--- config.mk ---
export PLATFORM = sky130hd
export DESIGN_NAME = aes_round_ctrl
export DESIGN_NICKNAME = d
export VERILOG_FILES = /design/src/rtl/aes_pkg.sv /design/src/rtl/aes_rcon_gen.sv /design/src/rtl/aes_round_ctrl.sv
export SDC_FILE = /design/constraint.sdc
export NUM_CORES = 1
export LEC_CHECK = 0
export CAP_MARGIN = 25
export CORE_AREA = 2 2 359 361
export DETAILED_ROUTE_END_ITERATION = 10
export DIE_AREA = 0 0 361 363
export MAX_ROUTING_LAYER = met4
export SKIP_LAST_GASP = 1
export SYNTH_ARGS = -nofsm -noshare
export SYNTH_HDL_FRONTEND = slang
export SYNTH_SLANG_ARGS = --single-unit
--- constraint.sdc ---
create_clock -name clk -period 5.3 [get_ports clk]
set_input_delay 1.06 -clock clk [delete_from_list [all_inputs] [get_ports clk]]
set_output_delay 1.06 -clock clk [all_outputs]
set_load 0.03 [all_outputs]
--- src/rtl/aes_pkg.sv ---
// Shared AES definitions: round-type encodings for the round datapath,
// the AES-128 round count and the GF(2^8) multiply-by-2 helper.
package aes_pkg;

  localparam int AES_NUM_ROUNDS = 10;

  typedef enum logic [1:0] {
    RT_NONE  = 2'd0,
    RT_INIT  = 2'd1,
    RT_MAIN  = 2'd2,
    RT_FINAL = 2'd3
  } round_type_e;

  // Multiply by x in GF(2^8) modulo x^8+x^4+x^3+x+1.
  function automatic logic [7:0] xtime(input logic [7:0] b);
    return {b[6:0], 1'b0} ^ (b[7] ? 8'h1b : 8'h00);
  endfunction

endpackage

--- src/rtl/aes_rcon_gen.sv ---
// Round-constant register: loads 0x01 at the start of a block and doubles
// in GF(2^8) on every key-expansion step.
module aes_rcon_gen
  import aes_pkg::*;
(
  input  logic       clk,
  input  logic       rst_n,
  input  logic       load,
  input  logic       advance,
  output logic [7:0] rcon
);

  logic [7:0] rcon_q;
  logic [7:0] rcon_d;

  always_comb begin
    rcon_d = rcon_q;
    if (load) begin
      rcon_d = 8'h01;
    end else if (advance) begin
      rcon_d = xtime(rcon_q);
    end
  end

  always_ff @(posedge clk or negedge rst_n) begin
    if (!rst_n) begin
      rcon_q <= 8'h00;
    end else begin
      rcon_q <= rcon_d;
    end
  end

  assign rcon = rcon_q;

endmodule

--- src/rtl/aes_round_ctrl.sv ---
// Iterative AES-128 encryption sequencer: owns the state and round-key
// registers and steps an external combinational round datapath.
module aes_round_ctrl
  import aes_pkg::*;
#(
  parameter int NUM_ROUNDS = AES_NUM_ROUNDS
) (
  input  logic         clk,
  input  logic         reset_n,
  input  logic         in_valid,
  output logic         in_ready,
  input  logic [127:0] in_block,
  input  logic [127:0] in_key,
  output logic         out_valid,
  input  logic         out_ready,
  output logic [127:0] out_block,
  output logic         busy,
  output logic [1:0]   round_type,
  output logic [3:0]   round_idx,
  output logic [7:0]   rcon,
  output logic [127:0] dp_state,
  output logic [127:0] dp_key,
  input  logic [127:0] dp_result,
  input  logic [127:0] dp_next_key
);

  // Last round index that still runs a full MixColumns round.
  localparam logic [3:0] LAST_MAIN = 4'(NUM_ROUNDS - 1);

  typedef enum logic [2:0] {
    S_IDLE  = 3'd0,
    S_INIT  = 3'd1,
    S_ROUND = 3'd2,
    S_FINAL = 3'd3,
    S_DONE  = 3'd4
  } fsm_e;

  fsm_e         fsm_q, fsm_d;
  logic [127:0] state_q, state_d;
  logic [127:0] key_q, key_d;
  logic [127:0] out_q, out_d;
  logic [3:0]   idx_q, idx_d;
  logic         rcon_load;
  logic         rcon_adv;
  logic [7:0]   rcon_cur;

  aes_rcon_gen u_rcon_gen (
    .clk     (clk),
    .rst_n   (reset_n),
    .load    (rcon_load),
    .advance (rcon_adv),
    .rcon    (rcon_cur)
  );

  // IDLE is entered asynchronously by reset, so gate acceptance on reset_n.
  assign in_ready  = reset_n && (fsm_q == S_IDLE);
  assign out_valid = (fsm_q == S_DONE);
  assign busy      = (fsm_q == S_INIT) || (fsm_q == S_ROUND) || (fsm_q == S_FINAL);
  assign out_block = out_q;
  assign round_idx = idx_q;
  assign dp_state  = state_q;
  assign dp_key    = key_q;

  always_comb begin
    fsm_d      = fsm_q;
    state_d    = state_q;
    key_d      = key_q;
    out_d      = out_q;
    idx_d      = idx_q;
    rcon_load  = 1'b0;
    rcon_adv   = 1'b0;
    round_type = RT_NONE;
    rcon       = 8'h00;
    unique case (fsm_q)
      S_IDLE: begin
        if (in_valid && in_ready) begin
          state_d   = in_block;
          key_d     = in_key;
          idx_d     = 4'd0;
          rcon_load = 1'b1;
          fsm_d     = S_INIT;
        end
      end
      S_INIT: begin
        round_type = RT_INIT;
        rcon       = rcon_cur;
        state_d    = dp_result;
        key_d      = dp_next_key;
        idx_d      = 4'd1;
        rcon_adv   = 1'b1;
        fsm_d      = S_ROUND;
      end
      S_ROUND: begin
        round_type = RT_MAIN;
        rcon       = rcon_cur;
        state_d    = dp_result;
        key_d      = dp_next_key;
        idx_d      = idx_q + 4'd1;
        rcon_adv   = 1'b1;
        if (idx_q == LAST_MAIN) begin
          fsm_d = S_FINAL;
        end
      end
      S_FINAL: begin
        // No key expansion follows the last round, so dp_next_key is unused here.
        round_type = RT_FINAL;
        out_d      = dp_result;
        fsm_d      = S_DONE;
      end
      S_DONE: begin
        if (out_ready) begin
          fsm_d = S_IDLE;
        end
      end
      default: begin
        fsm_d = S_IDLE;
      end
    endcase
  end

  always_ff @(posedge clk or negedge reset_n) begin
    if (!reset_n) begin
      fsm_q   <= S_IDLE;
      state_q <= '0;
      key_q   <= '0;
      out_q   <= '0;
      idx_q   <= '0;
    end else begin
      fsm_q   <= fsm_d;
      state_q <= state_d;
      key_q   <= key_d;
      out_q   <= out_d;
      idx_q   <= idx_d;
    end
  end

endmodule

==> impl_results.md, run 1 <==
* Placed Cells at approximately 3.7k
* WS Path Type: reg2out
* Dpl hpwl at about 64 mm
* Skew-Pair Late Insertion Delay at roughly 0.62 ns
* Clk pwr share at 16.5%
* Most instantiated library cell after synthesis: mux2_2
* Total Routed Length at roughly 81 mm
* Nets at around 2.6k
* Post-synthesis register bit count at 399
* First-pass GRT wire length at around 110 mm
* Mapped Area at 18100 um^2
* Clk_skew at 0.0208 ns
* Initial antenna violation count at 29
* Port buffer count at 916
* Cts repair resizes at 0
* Final ANT Viol Nets at 0
* Cell internal pwr at between 10 and 15 mW
* Element type at the critical path end: output port
* Dpl ws at ~1.4 ns
* DR vias/cell at between 3 and 4
* TritonCTS clock tree: built
* CP max FO at 16
* Vias in the first global route at around 15k
* Die extent in y at roughly 360 um
* Ys async rst share at 100%
* Yosys warns at 0
* Wire per inst at ~21 um
* Boundary Pins at 917
* Largest cells by area after synthesis: dfrtp_1 (55%), mux2_2 (40%), buf_6 (1.2%), buf_2 (1.0%), buf_4 (0.29%)
* Deepest clock path buffer count at 3
* Inserted Clock Buffers at between 50 and 60
* Status: complete, no violations
* Fin Hold WS at 0.280 ns
* Post-synth EDFFs at 0
* Slew margin rel. at about 29%
* Mapped Nets at about 1.7k
* Hold Buf Count CTS at 0
* Final critical-path share of the clock period at between 70 and 80%
* Comb pwr share at around three fifths
* Final Hold Fails at 0
* Hold Path Class: in2async
* Post-CTS Setup Repair Bufs at 0
* Worst Tran Pin Value at ~1.1 ns
* Final setup margin at 1.51 ns
* PwrDens at 711 nW/um^2
* Row count at 131
* GRT Util Overall at 12.2%
* Clock slew at reported path FFs at ~0.060 ns
* Most frequent cells after synthesis: mux2_2 (640), dfrtp_1 (399), buf_2 (37)
* Final min period at about 3.8 ns
* Sw Share at about two fifths
* Number of max-cap violations at 0
* Mean Syn Cell Area at roughly 15 um^2
* RePlAce Congestion at about 0.84
* Detailed-route DRC error count at 0
* Fmax at ~0.26 GHz
* Die Area at about 130000 um^2
* Net Sw Power at ~9.0 mW
* Multi-input logic area at 7630 um^2
* Max VDD drop at 0.448 mV
* Leak pwr at ~12 nW
* CTS sink count at between 300 and 400
* Required time worst endpoint at about 4.2 ns
* Post-synth top area cell: dfrtp_1
* Crit path DAT at about 2.7 ns
* CTS root buf: clkbuf_16
* Synthesized instance count at about 1.2k
* Via count at between 10k and 15k
* Total grt overflow at 0
* Die X-Extent at about 360 um
* Sequential share of power at between 20% and 30%
* CP Launch Type: register
* First-pass detailed-route iteration total at 4
* Synth top area share at between 50% and 60%
* Register area at ~10000 um^2
* Final setup vio count at 0
* Proportion of layout cells with a drive suffix above 1 at between 30% and 40%
* Final Non-Filler Cells at between 3k and 4k
* Placed instance area at roughly 29000 um^2
* Largest net degree at the start of global routing at ~150
* DRT iter0 DRCs at 566
* Final Cell Area at between 30000 and 40000 um^2
* Initial core utilization at between 10% and 20%
* Netlist cell types at 29
* RSZ-0062 raised after global routing: no
* FILL cells at between 10k and 15k
* Core footprint at 127000 um^2
* Sequential share of the synthesized area at between 50% and 60%
* Total Power at between 20 and 25 mW
* Main flop type after synthesis: dfrtp_1
* Setup Total Neg Slack at 0 ns
* Core Util, Final at 24.3%
* Slew Viols, Final at 0
* Area growth syn-to-layout at 70.5%
* H-tree levels at 2
-- cells by family (layout without fill, tap and decap cells) --
group           count (synthesis)  count (layout)  synth area share [%]
fa+ha+maj                       2               2                 0.138
xor+xnor                        6               6                 0.331
flops                         399             399                  55.1
buf+inv                        85            1039                  2.99
compound gates                 26              26                 0.849
mux                           640             640                  39.8
other cells                     0              11                     0
simple gates                   26              26                 0.835
-- critical path, stage by stage, from the launching register on --
cell and delay (ns):
dfrtp_1 0.76, inv_1 0.39, and3_1 0.28, clkdlybuf4s50_1 0.67
-- final cells by class --
type / instances / area share [%]
Antenna cell: 11 / 0.0891
Clock inverter: 19 / 0.749
Timing Repair Buffer: 937 / 30.4
Inverter: 9 / 0.109
Clock buffer: 74 / 4.87
Multi-Input combinational cell: 700 / 24.7
Tap cell: 1662 / 6.73
Sequential cell: 399 / 32.3
-- per-layer routing --
metal | vias to the layer above | global-route usage [%] | wire length (um)
li1 | 6122 | - | -
met3 | 129 | 4.02 | 6330
met5 | - | - | 0
met4 | 0 | 3.94 | 2350
met2 | 569 | 20.8 | 41000
met1 | 6855 | 13.5 | 31400
-- placed cells by master (no fill, tap or decap), types with 2 or more instances in the layout --
master	Yosys	final
a21oi_1	7	7
nor2_1	4	3
a211oi_1	5	5
buf_12	0	6
xor2_1	2	2
mux2_2	640	640
clkbuf_16	0	52
nand2_1	3	2
inv_1	9	9
ha_1	2	2
nand3_1	6	6
dfrtp_1	399	399
clkinvlp_4	0	4
clkdlybuf4s50_1	0	915
and3_1	4	4
buf_4	7	15
xnor2_1	3	3
clkbuf_1	12	10
bufinv_16	0	4
o21ai_0	10	10
clkinv_4	0	2
inv_6	0	2
clkbuf_8	0	12
clkinv_2	0	6
or3b_2	3	3
diode_2	0	11
-- sequential cells by signal, indices dropped and copies added, names as in the netlist --
signal	count
u_rcon_gen.rcon	8
round_idx	4
fsm_q	3
dp_state	128
dp_key	128
out_block	128
-- power groups by stage --
stage / combinational (mW) / clock (mW) / sequential, mW
after floorplan: 4.84 / 0 / 8.50
after global placement: 12.9 / 0 / 5.55
after detailed placement: 12.9 / 0 / 5.61
after CTS: 13.0 / 3.79 / 5.58
after global routing: 13.4 / 3.92 / 5.78
final: 12.8 / 3.62 / 5.57
-- final timing paths --
kind                                start                 end  slack (ns)  cells after the start
hold reg to reg            out_block[118]      out_block[118]        0.50                      1
min in group clk           out_block[118]      out_block[118]        0.50                      1
hold / removal                    reset_n      out_block[103]        0.28                      1
max in group asynchronous         reset_n  u_rcon_gen.rcon[7]        2.43                      4
setup reg to reg                 fsm_q[0]         dp_key[118]        2.58                      4
setup / recovery                 fsm_q[2]             rcon[0]        1.51                      3
Power figures use the tool's default switching activity.
==> run 2: changes to the inputs <==
clock period = 3.04 ns   (was 5.3 ns; I/O delays follow)
==> run 2 against run 1 <==
Die area stayed put. Power up 77%. Hold slack got worse by 0.27 ns. Sequential cell count did not move. Highest routed layer unchanged.
==> impl_results.md, run 2 (synthesis results as in run 1) <==
* Final Hold Fails at 0 (unchanged)
* Area growth syn-to-layout at 71.9% (was 70.5%)
* Setup Total Neg Slack at 0 ns (unchanged)
* FILL cells at 13.4k (about the same)
* Final Cell Area at 31200 um^2 (was 30900 um^2)
* First-pass GRT wire length at 111 mm (about the same)
* Nets at 2622 (was 2616)
* Post-CTS Setup Repair Bufs at 0 (unchanged)
* GRT Util Overall at 12.3% (was 12.2%)
* Die extent in y at 363 um (unchanged)
* Register area at 9980 um^2 (unchanged)
* CP Launch Type: register (unchanged)
* H-tree levels at 2 (unchanged)
* R2R setup slack at 0.72 ns (was 2.58 ns)
* Total Power at 38.9 mW (was 22.0 mW)
* Status: complete, no violations (unchanged)
* FF-to-FF path depth at 4 (unchanged)
* CP max stage cell: clkdlybuf4s50_1 (was dfrtp_1)
* Origin of the worst setup path: fsm_q[0] (was fsm_q[2])
* Final critical-path share of the clock period at roughly 94%
* Hold Path Class: in2async (unchanged)
* Row count at 131 (unchanged)
* Element type at the critical path end: output port (unchanged)
* Initial antenna violation count at 33 (was 29)
* Deepest clock path buffer count at 3 (unchanged)
* Number of max-cap violations at 0 (unchanged)
* Total Routed Length at 81.4 mm (was 81.1 mm)
* DRT iter0 DRCs at 627 (was 566)
* PwrDens at 1250 nW/um^2 (was 711 nW/um^2)
* CP endpoint: round_type[0] (was rcon[0])
* First-pass detailed-route iteration total at 4 (unchanged)
* Port buffer count at 916 (unchanged)
* Total grt overflow at 0 (unchanged)
* Wire per inst at 21.3 um (about the same)
* Clk_skew at 0.0172 ns (was 0.0208 ns)
* Worst-path cell chain: nand2b_1, inv_1, clkdlybuf4s50_1 (was inv_1, and3_1, clkdlybuf4s50_1)
* Via count at 13.7k (about the same)
* Required time worst endpoint at 2.43 ns (was 4.24 ns)
* Most frequent cells in the layout: clkdlybuf4s50_1 (903), mux2_2 (640), dfrtp_1 (399) (was clkdlybuf4s50_1 (915), mux2_2 (640), dfrtp_1 (399))
* CTS root buf: clkbuf_16 (unchanged)
* Dpl ws at 0.295 ns (was 1.39 ns)
* Final min period at roughly 2.8 ns
* RePlAce Congestion at 0.838 (was 0.840)
* Slew Viols, Final at 0 (unchanged)
* Final ANT Viol Nets at 0 (unchanged)
* CP max FO at 11 (was 16)
* Max VDD drop at 0.766 mV (was 0.448 mV)
* Die Area at 131000 um^2 (unchanged)
* TritonCTS clock tree: built (unchanged)
* Crit path DAT at 2.23 ns (was 2.73 ns)
* Initial core utilization at 14.3% (unchanged)
* Dpl hpwl at 64.5 mm (was 64.3 mm)
* Final setup vio count at 0 (unchanged)
* Skew-Pair Late Insertion Delay at 0.62 ns (about the same)
* FF-to-FF Start: fsm_q[0] (unchanged)
* Commonest non-fill, non-tap cell in the layout: clkdlybuf4s50_1 (unchanged)
* Largest net degree at the start of global routing at 119 (was 146)
* Inserted Clock Buffers at 50 (was 51)
* Detailed-route DRC error count at 0 (unchanged)
* Core footprint at 127000 um^2 (unchanged)
* Fmax at between 0.3 and 0.4 GHz
* Boundary Pins at 917 (unchanged)
* DR vias/cell at 3.60 (was 3.59)
* Multi-input logic area at 7620 um^2 (was 7630 um^2)
* Placed instance area at 29300 um^2 (was 29100 um^2)
* Reg-to-reg endpoint: dp_state[28] (was dp_key[118])
* Worst Tran Pin Value at 0.908 ns (was 1.07 ns)
* Clock slew at reported path FFs at 0.07 ns (was 0.06 ns)
* Final setup margin at 0.197 ns (was 1.51 ns)
* Leak pwr at 12.2 nW (was 12.0 nW)
* WS Path Type: reg2out (unchanged)
* Vias in the first global route at 14.9k (about the same)
* Proportion of layout cells with a drive suffix above 1 at 36.0% (was 35.2%)
* Slowest stage delay, CP at 0.71 ns (was 0.76 ns)
* Die X-Extent at 361 um (unchanged)
* Slew margin rel. at 39.5% (was 28.7%)
* Fin Hold WS at 0.00822 ns (was 0.280 ns)
* RSZ-0062 raised after global routing: no (unchanged)
* CTS sink count at 399 (unchanged)
-- run 2: cell types whose count changed in the layout (fill, tap and decap cells not counted), moves of 3 or more --
cell and change:
diode_2 -3, bufinv_16 +4, clkdlybuf4s50_1 -12, clkbuf_1 -4, buf_12 +14
-- run 2: report_power, final --
group / switching (mW) / leakage, nW / internal (mW) / total (mW)
clock network: 2.59 / 0.880 / 4.00 / 6.60
logic: 11.7 / 6.63 / 10.9 / 22.5
registers: 1.61 / 4.67 / 8.14 / 9.74
total: 15.9 / 12.2 / 23.0 / 38.9
-- run 2: timing repair --
item | CTS | global route
endpoints found under the setup margin | 2 | 1
gates resized for setup | 2 | 1
hold buffers | 0 | 0
-- run 2: worst min path at each step --
stage	start	endpoint	slack, ns
floorplan	reset_n	dp_key[0]	0.31
global placement	out_block[85]	out_block[85]	0.49
detailed placement	out_block[50]	out_block[50]	0.49
CTS	reset_n	dp_state[76]	0.05
global route	reset_n	fsm_q[2]	0.05
finish	reset_n	fsm_q[2]	0.008
-- run 2: worst max-delay path: cells and delay by family, from the launching register on --
| family | cells | cell delay [ns] |
|---|---|---|
| buffers and inverters | 2 | 0.79 |
| AND/OR/NAND/NOR | 1 | 0.15 |
| flip-flops | 1 | 0.67 |
-- run 2: stage by stage --
stage,util [%],instances
after floorplan,-,1184
after global placement,23.1,3714
after detailed placement,23.1,3714
after CTS,24.5,3807
after global routing,24.5,3812
final,24.5,3815
-- run 2: per-layer routing --
layer  global-route usage (%)  vias to the layer above  wire, um  part of all wire (%)
met5                        -                        -         0                     0
met4                     3.71                        0      2590                   3.2
met3                     3.81                      118      6220                   7.6
met2                     20.7                      615     40200                    49
met1                     13.9                     6876     32300                    40
li1                         -                     6139         -                     -
-- run 2: layout make-up --
type | count | area share [%]
flip-flops and latches | 399 | 32.0
well taps | 1662 | 6.67
multi-input cells | 700 | 24.5
clock inverters | 25 | 1.16
repair buffers | 944 | 30.9
diodes | 8 | 0.0643
inverters | 9 | 0.108
clock buffers | 68 | 4.62
